**config.mk**
```make
export PLATFORM = sky130hd
export DESIGN_NAME = vedic_mul_pipe
export DESIGN_NICKNAME = d
export VERILOG_FILES = /design/src/rtl/vedic_pkg.sv /design/src/rtl/vedic_mul_nxn.sv /design/src/rtl/vedic_mul_pipe.sv
export SDC_FILE = /design/constraint.sdc
export NUM_CORES = 1
export LEC_CHECK = 0
export CAP_MARGIN = 20
export CORE_UTILIZATION = 27
export DETAILED_ROUTE_END_ITERATION = 10
export REMOVE_ABC_BUFFERS = 1
export SETUP_SLACK_MARGIN = 0.2
export SLEW_MARGIN = 20
export SYNTH_ARGS = -nofsm -noshare
export SYNTH_HDL_FRONTEND = slang
export SYNTH_HIERARCHICAL = 1
export SYNTH_SLANG_ARGS = --single-unit
```
**constraint.sdc**
```tcl
create_clock -name clk -period 3.9 [get_ports clk]
set_clock_uncertainty 0.2 [all_clocks]
set_input_delay 0.585 -clock clk [delete_from_list [all_inputs] [get_ports clk]]
set_output_delay 0.585 -clock clk [all_outputs]
set_load 0.005 [all_outputs]
```
**src/rtl/vedic_pkg.sv**
```systemverilog
// Shared constants for the Vedic pipelined multiplier.
// Holds pipeline latency, legal operand widths and the width check.
package vedic_pkg;

  localparam int LATENCY = 3;
  localparam int N_LEGAL = 4;
  localparam int LEGAL_WIDTHS [N_LEGAL] = '{4, 8, 16, 32};

  function automatic bit width_ok(input int w);
    bit ok;
    ok = 1'b0;
    for (int i = 0; i < N_LEGAL; i++) begin
      if (LEGAL_WIDTHS[i] == w) ok = 1'b1;
    end
    return ok;
  endfunction

endpackage

```
**src/rtl/vedic_mul_nxn.sv**
```systemverilog
// Combinational NxN Vedic multiplier, N a power of two >= 2.
// Recurses on halves down to 2x2 cells built from half-adders.
module vedic_mul_nxn
  import vedic_pkg::*;
#(
  parameter int N = 4
) (
  input  logic [N-1:0]   x,
  input  logic [N-1:0]   y,
  output logic [2*N-1:0] p
);

  if (N == 2) begin : g_cell
    logic t1, t2, t3, c1;
    assign t1   = x[1] & y[0];
    assign t2   = x[0] & y[1];
    assign t3   = x[1] & y[1];
    assign p[0] = x[0] & y[0];
    assign p[1] = t1 ^ t2;
    assign c1   = t1 & t2;
    assign p[2] = t3 ^ c1;
    assign p[3] = t3 & c1;
  end else begin : g_rec
    localparam int H = N / 2;
    logic [N-1:0] hh, hl, lh, ll;
    logic [N:0]   mid;

    vedic_mul_nxn #(.N(H)) u_hh (
      .x(x[N-1:H]), .y(y[N-1:H]), .p(hh)
    );
    vedic_mul_nxn #(.N(H)) u_hl (
      .x(x[N-1:H]), .y(y[H-1:0]), .p(hl)
    );
    vedic_mul_nxn #(.N(H)) u_lh (
      .x(x[H-1:0]), .y(y[N-1:H]), .p(lh)
    );
    vedic_mul_nxn #(.N(H)) u_ll (
      .x(x[H-1:0]), .y(y[H-1:0]), .p(ll)
    );

    assign mid = {1'b0, hl} + {1'b0, lh};
    assign p   = {hh, ll}
               + {{(H-1){1'b0}}, mid, {H{1'b0}}};
  end

endmodule

```
**src/rtl/vedic_mul_pipe.sv**
```systemverilog
// Three-stage pipelined Vedic multiplier with valid/ready handshake.
// Define VEDIC_MUL_SIGNED_EN for two's complement operands and product.
module vedic_mul_pipe
  import vedic_pkg::*;
#(
  parameter int WIDTH = 8
) (
  input  logic               clk,
  input  logic               rst,
  input  logic               in_valid,
  output logic               in_ready,
  input  logic [WIDTH-1:0]   a,
  input  logic [WIDTH-1:0]   b,
  output logic               out_valid,
  input  logic               out_ready,
  output logic [2*WIDTH-1:0] out
);

  localparam int H      = WIDTH / 2;
  localparam int W2     = 2 * WIDTH;
  localparam int STAGES = 3;

  if (!width_ok(WIDTH)) begin : g_bad_width
    $error("vedic_mul_pipe: illegal WIDTH %0d", WIDTH);
  end
  if (STAGES != LATENCY) begin : g_bad_lat
    $error("vedic_mul_pipe: stage count mismatch");
  end

  logic             v1_q, v1_d, v2_q, v2_d, v3_q, v3_d;
  logic [WIDTH-1:0] a1_q, a1_d, b1_q, b1_d;
  logic [WIDTH-1:0] hh_q, hh_d, hl_q, hl_d;
  logic [WIDTH-1:0] lh_q, lh_d, ll_q, ll_d;
  logic [W2-1:0]    out_q, out_d;
  logic [WIDTH-1:0] pp_hh, pp_hl, pp_lh, pp_ll;
  logic [WIDTH-1:0] a_mag, b_mag;
  logic [WIDTH:0]   mid;
  logic [W2-1:0]    mag, prod;
  logic             adv;

`ifdef VEDIC_MUL_SIGNED_EN
  logic sg1_q, sg1_d, sg2_q, sg2_d;
  assign a_mag = a[WIDTH-1] ? (~a + 1'b1) : a;
  assign b_mag = b[WIDTH-1] ? (~b + 1'b1) : b;
  assign prod  = sg2_q ? (~mag + 1'b1) : mag;
`else
  assign a_mag = a;
  assign b_mag = b;
  assign prod  = mag;
`endif

  assign in_ready  = !v3_q || out_ready;
  assign adv       = in_ready;
  assign out_valid = v3_q;
  assign out       = out_q;

  vedic_mul_nxn #(.N(H)) u_pp_hh (
    .x(a1_q[WIDTH-1:H]), .y(b1_q[WIDTH-1:H]), .p(pp_hh)
  );
  vedic_mul_nxn #(.N(H)) u_pp_hl (
    .x(a1_q[WIDTH-1:H]), .y(b1_q[H-1:0]), .p(pp_hl)
  );
  vedic_mul_nxn #(.N(H)) u_pp_lh (
    .x(a1_q[H-1:0]), .y(b1_q[WIDTH-1:H]), .p(pp_lh)
  );
  vedic_mul_nxn #(.N(H)) u_pp_ll (
    .x(a1_q[H-1:0]), .y(b1_q[H-1:0]), .p(pp_ll)
  );

  assign mid = {1'b0, hl_q} + {1'b0, lh_q};
  assign mag = {hh_q, ll_q}
             + {{(H-1){1'b0}}, mid, {H{1'b0}}};

  // Whole pipeline moves together; data only loads behind a valid bit.
  always_comb begin
    v1_d  = v1_q;
    a1_d  = a1_q;
    b1_d  = b1_q;
    v2_d  = v2_q;
    hh_d  = hh_q;
    hl_d  = hl_q;
    lh_d  = lh_q;
    ll_d  = ll_q;
    v3_d  = v3_q;
    out_d = out_q;
`ifdef VEDIC_MUL_SIGNED_EN
    sg1_d = sg1_q;
    sg2_d = sg2_q;
`endif
    if (adv) begin
      v1_d = in_valid;
      if (in_valid) begin
        a1_d = a_mag;
        b1_d = b_mag;
`ifdef VEDIC_MUL_SIGNED_EN
        sg1_d = a[WIDTH-1] ^ b[WIDTH-1];
`endif
      end
      v2_d = v1_q;
      if (v1_q) begin
        hh_d = pp_hh;
        hl_d = pp_hl;
        lh_d = pp_lh;
        ll_d = pp_ll;
`ifdef VEDIC_MUL_SIGNED_EN
        sg2_d = sg1_q;
`endif
      end
      v3_d = v2_q;
      if (v2_q) out_d = prod;
    end
  end

  // Stage registers with synchronous clear.
  always_ff @(posedge clk) begin
    if (rst) begin
      v1_q  <= 1'b0;
      a1_q  <= '0;
      b1_q  <= '0;
      v2_q  <= 1'b0;
      hh_q  <= '0;
      hl_q  <= '0;
      lh_q  <= '0;
      ll_q  <= '0;
      v3_q  <= 1'b0;
      out_q <= '0;
`ifdef VEDIC_MUL_SIGNED_EN
      sg1_q <= 1'b0;
      sg2_q <= 1'b0;
`endif
    end else begin
      v1_q  <= v1_d;
      a1_q  <= a1_d;
      b1_q  <= b1_d;
      v2_q  <= v2_d;
      hh_q  <= hh_d;
      hl_q  <= hl_d;
      lh_q  <= lh_d;
      ll_q  <= ll_d;
      v3_q  <= v3_d;
      out_q <= out_d;
`ifdef VEDIC_MUL_SIGNED_EN
      sg1_q <= sg1_d;
      sg2_q <= sg2_d;
`endif
    end
  end

endmodule

```
==> metrics, run 1 <==
core area 18,710 µm²; EDFF count, synth 0; I/O Buffers 37; Num CTS Buffers 9; max cap viols 0; cells on worst reg2reg path 14; layout cells sized above 1 under 10%; mean routed wirelength per cell about 12 µm; Synth warnings 6; DP HPWL approximately 8000 µm; min Tclk post-route between 3 and 4 ns; drt pass-1 iters 4; Antenna Cells 0; Post-CTS Setup Bufs 0; Seq. cell area around 1300 µm²; clock-pin slew on the worst setup and hold paths approximately 0.06 ns; XOR/XNOR share of the synthesized area under 10%; Starting Density a little over a quarter; Worst setup EP type flip-flop; vias in the first global route about 4,000; initial antenna violation count 0; Post-Synth Simple-Gate Area between 20% and 30%; synth top area cells dfxtp_1 26%, ha_1 21%, nand2_1 9.2%, and2_1 8.3%, a21oi_1 7.9%; met2 usage 17.58%; worst-margin pin slew 0.6437 ns; vias per inst 4.516; GP Congestion between 0.7 and 0.8; Min-Delay Path Class flip-flop to flip-flop; number of clock sinks 67; status finished clean; GR Overflow Total 0; Rows 50; Max Slew Vio Count 0; Fin. Hold Viols 0; largest family of logic cells by synthesized area adder cells; f_max 298.7 MHz; initial detailed-routing violation count 154; Adder-Cell Fraction of Synth Area 25.09%; Global Route met1 Usage 16.88%; # nets final 764; routed vias ~4,000; asr flop ratio synth 0%; worst path required time approximately 4 ns; pre-CTS WS 0.5439 ns; Hold Buf Count CTS 0; Final setup viols 0; complex-gate fraction of the synthesized area between 10% and 20%; Worst-Skew Late Latency ~0.34 ns; synth cell count leaders 126 x nand2_1, 87 x ha_1, 81 x a21oi_1; Cell Pwr Density approximately 270 nW/µm²; number of H-tree levels 3; Leak 2.884 nW; die height 139.9 µm; CTS tree yes; hold depth 2; fin crit share a little under nine tenths; setup slack after layout approximately 0.55 ns; largest net degree at the start of global routing between 50 and 60; overall routing resource usage a little under an eighth; Fin Setup TNS 0 ns; IO Count 38; cells resized by post-CTS repair 0; Antenna Nets Post-Route 0; first-pass GRT wire length about 19,000 µm; Most used DFF post-synth dfxtp_1; Yosys top cell area share 26.11%; Top Usage Layer GRT met2; top-count cell post-synth nand2_1; VDD IR max 275.1 µV; Max-slew headroom 57.09%; Synth Cell Area slightly above 5000 µm²; Max Root-Sink Buffers 2; mux contribution to synthesized area 0%; CTS root buffer clkbuf_16; Yosys reg bits between 60 and 70; Filler cells 2,009; DRC 0; Post-Syn Area per Cell approximately 8.3 µm²; area occupied by multi-input gates around 3600 µm²; Synth cell types 48; die width 139.9 µm; WL final ~11,000 µm; Setup CP Type flip-flop to flip-flop; Critical Path Start Type flip-flop; Synth Instances 617; unrepaired setup endpoints after global routing no; area growth from synthesis to layout 16.90%; sequential share of the synthesized area a little over a quarter; DIE AREA a little under 20,000 µm²; post-synth top area cell dfxtp_1; M3 GR Usage approximately 3.0%; crit path DAT between 3 and 4 ns; worst-path fanout max 3
[final cells by class]
type	count	area share, %
clock inverters	7	0.8542
inverters	27	1.687
multi-input cells	501	59.92
clock buffers	9	3.750
repair buffers	41	6.583
well taps	234	4.875
flip-flops and latches	67	22.33
[final timing paths]
check / from / slack, ns / endpoint
setup / recovery: hl_q[0] / 0.55 / out[15]
hold / removal: out[8] / 0.25 / out[8]
setup reg to reg: hl_q[0] / 0.55 / out[15]
hold reg to reg: out[8] / 0.25 / out[8]
[routing by layer]
metal,share of wire (%),vias to the layer above,routed length [µm]
met3,2.8,8,310
met4,0.73,0,81
met5,0,-,0
li1,-,2161,-
met2,42,53,4645
met1,54,1779,5988
[worst max-delay path, cell delays in order, from the launching register on]
cell and delay, ns:
dfxtp_1 0.33, ha_1 0.16, inv_1 0.06, fa_1 0.39, nor2b_1 0.13, o21ai_1 0.08
a21boi_0 0.30, o21ai_0 0.12, a21oi_1 0.19, ha_1 0.28, a21oi_1 0.26, o21ai_0 0.17
nor2b_1 0.17, o211a_1 0.23, nor4_2 0.19
[cells in the final DEF (no fill, tap or decap), types with 11 or more instances in the layout]
cell type,instances
nand2_1,126
ha_1,87
a21oi_1,81
and2_1,68
dfxtp_1,67
clkdlybuf4s50_1,36
xnor2_1,29
inv_1,26
a21o_1,21
nor2_1,11
[flip-flops by register name, summed over array words and instances, names as in the netlist]
register	cells
a1_q	8
b1_q	8
hh_q	8
hl_q	8
lh_q	8
ll_q	8
out	16
out_valid	1
v1_q	1
v2_q	1
[through the flow]
step / total power [mW] / cells / hold WS (ns) / cell area [µm²] / utilization, %
5_1_grt: 1.703 / 886 / 0.2705 / 6006 / 32.11
6_report: 1.632 / 886 / 0.2508 / 6006 / 32.11
3_5_place_dp: 0.8879 / 870 / 0.2470 / 5729 / 30.63
2_1_floorplan: 0.8135 / 595 / 0.2260 / 5041 / -
4_1_cts: 1.655 / 886 / 0.2552 / 6006 / 32.11
3_3_place_gp: 0.8866 / 870 / 0.2430 / 5729 / 30.63
[cell families (layout without fill, tap and decap cells)]
group	Yosys count	count (layout)
DFF	67	67
AOI/OAI and AO/OA	146	146
and+or+nand+nor	225	225
adders and majority gates	97	97
xor gates and xnor gates	33	33
buffers and inverters	49	84
[power by group]
part / switching, mW / internal [mW]
Clock: 0.328 / 0.433
Sequential: 0.0270 / 0.701
Combinational: 0.0799 / 0.0632
Power figures use the tool's default switching activity.
==> run 2, diff against run 1 <==
CTS_CLUSTER_SIZE = 24   (was default)
PLACE_DENSITY = 0.42   (was default)
==> run 2 against run 1 <==
First-iteration DRC count shrank 30%. Non-clock buffer count unchanged. Highest routed layer unchanged. Combinational power is essentially flat. Total power up 6.3%. Critical endpoint unchanged. Hold slack improved by 0.00070 ns. Largest cell class unchanged. Critical path depth did not move. Sequential power about the same. Design area grew 0.63%. Fmax grew 0.75%. Clock-buffer cell count increased by 2.
==> metrics, run 2 (synthesis results as in run 1) <==
Seq. cell area 1341 µm²; Cell Pwr Density 287.1 nW/µm²; vias in the first global route between 3,000 and 4,000; switching power of the nets 0.4392 mW; f_max roughly 300 MHz; Final Non-Filler Cells 886; Critical Path Start Type flip-flop; cell breakdown of the critical path ha_1 -> inv_1 -> fa_1 -> nor2b_1 -> o21ai_1 -> a21boi_1 -> o21ai_0 -> a21oi_1 -> ha_1 -> a21oi_1 -> o21ai_0 -> nor2b_1 -> o211a_1 -> nor4_2; Min-Delay Path Class flip-flop to flip-flop; pre-CTS WS slightly below 0.5 ns; Antenna Nets Post-Route 0; Tot Pwr between 1.5 and 2 mW; min Tclk post-route 3.323 ns; Worst setup EP type flip-flop; CTS root buffer clkbuf_16; max cap viols 0; WL final approximately 12,000 µm; Max Root-Sink Buffers 2; Post-CTS Setup Bufs 0; initial antenna violation count 0; worst-path fanout max 3; most frequent cells in the layout 126 x nand2_1, 87 x ha_1, 81 x a21oi_1, 68 x and2_1, 67 x dfxtp_1; DRC 0; mean routed wirelength per cell approximately 13 µm; vias per inst 4.597; IO Count 38; family with the most delay on the worst path compound AO/OA/AOI/OAI gates; setup slack after layout between 0.5 and 0.6 ns; design area roughly 6000 µm²; Final setup viols 0; Fin. Hold Viols 0; GP Congestion approximately 0.79; Max Slew Vio Count 0; worst path required time 3.95 ns; Setup CP Type flip-flop to flip-flop; post-placement cell count 870; GR Overflow Total 0; Clock Power Share between 40% and 50%; DP HPWL between 9000 and 10,000 µm; routed vias 4,073; Internal about 1.3 mW; CTS tree yes; final core occ 32.31%; Filler cells about 2,000; number of clock sinks 67; Num CTS Buffers 9; Hold Buf Count CTS 0; Worst-Skew Late Latency approximately 0.33 ns; initial detailed-routing violation count around 110; VDD IR max between 200 and 250 µV; Max-slew headroom a little over half; Rows 50; max reg flops 16; die height ~140 µm; Max stage delay on crit path 0.39 ns; Switching Fraction 25.32%; number of H-tree levels 3; layout cells sized above 1 6.902%; power share of the combinational group 8.4%; # nets final roughly 760; core area ~19,000 µm²; first-pass GRT wire length approximately 20,000 µm; WP buf/inv 1; clock-pin slew on the worst setup and hold paths ~0.060 ns; Post-DP Area about 5700 µm²; DIE AREA a little under 20,000 µm²; worst-margin pin slew 0.7185 ns; area occupied by multi-input gates 3598 µm²; Fin Setup TNS 0 ns; crit path DAT approximately 3.4 ns; CP max-delay cell fa_1; largest net degree at the start of global routing 52; fin crit share 85.20%; Antenna Cells 0; I/O Buffers 37; most common cell after layout, fill and taps aside nand2_1; status finished clean; drt pass-1 iters 4; unrepaired setup endpoints after global routing no; area growth from synthesis to layout 17.63%; Seq pwr share a little over two fifths; overall routing resource usage about an eighth; die width 139.9 µm; Fin Hold WS about 0.25 ns; Leak roughly 2.9 nW; Starting Density a little over a quarter
==> run 2: final timing paths <==
path,from,end,slack (ns),depth (start not counted)
hold / removal,out[0],out[0],0.25,2
hold reg to reg,out[0],out[0],0.25,2
setup / recovery,lh_q[0],out[15],0.58,14
setup reg to reg,lh_q[0],out[15],0.58,14
==> run 2: repair_timing <==
item / in CTS / in global routing
endpoints found under the setup margin: 0 / 1
gates resized for setup: 0 / 1
hold endpoints to repair: 0 / 0
==> run 2: worst register-to-register path: stages (launching register included) <==
cell and delay [ns]:
dfxtp_1 0.34, ha_1 0.17, inv_1 0.06, fa_1 0.39, nor2b_1 0.13, o21ai_1 0.08, a21boi_1 0.24, o21ai_0 0.11
a21oi_1 0.20, ha_1 0.28, a21oi_1 0.27, o21ai_0 0.17, nor2b_1 0.17, o211a_1 0.23, nor4_2 0.19
==> run 2: area by class of cell <==
type	instances	share of cell area, %
Timing Repair Buffer	41	6.542
Tap cell	234	4.845
Inverter	27	1.677
Clock inverter	5	1.014
Sequential cell	67	22.19
Multi-Input combinational cell	501	59.54
Clock buffer	11	4.182
==> run 2: layer usage <==
layer	vias up	track usage, %	part of all wire [%]
met4	0	4.916	1.5
li1	2159	-	-
met1	1851	17.63	53
met3	14	1.744	2.0
met2	49	20.82	43
met5	-	0	0
==> run 2: power groups by stage <==
stage	Combinational [mW]	Clock, mW	Sequential [mW]
floorplan	0.0832	0	0.730
global placement	0.146	0	0.746
detailed placement	0.148	0	0.747
CTS	0.149	0.886	0.732
global route	0.165	0.915	0.735
finish	0.146	0.859	0.730
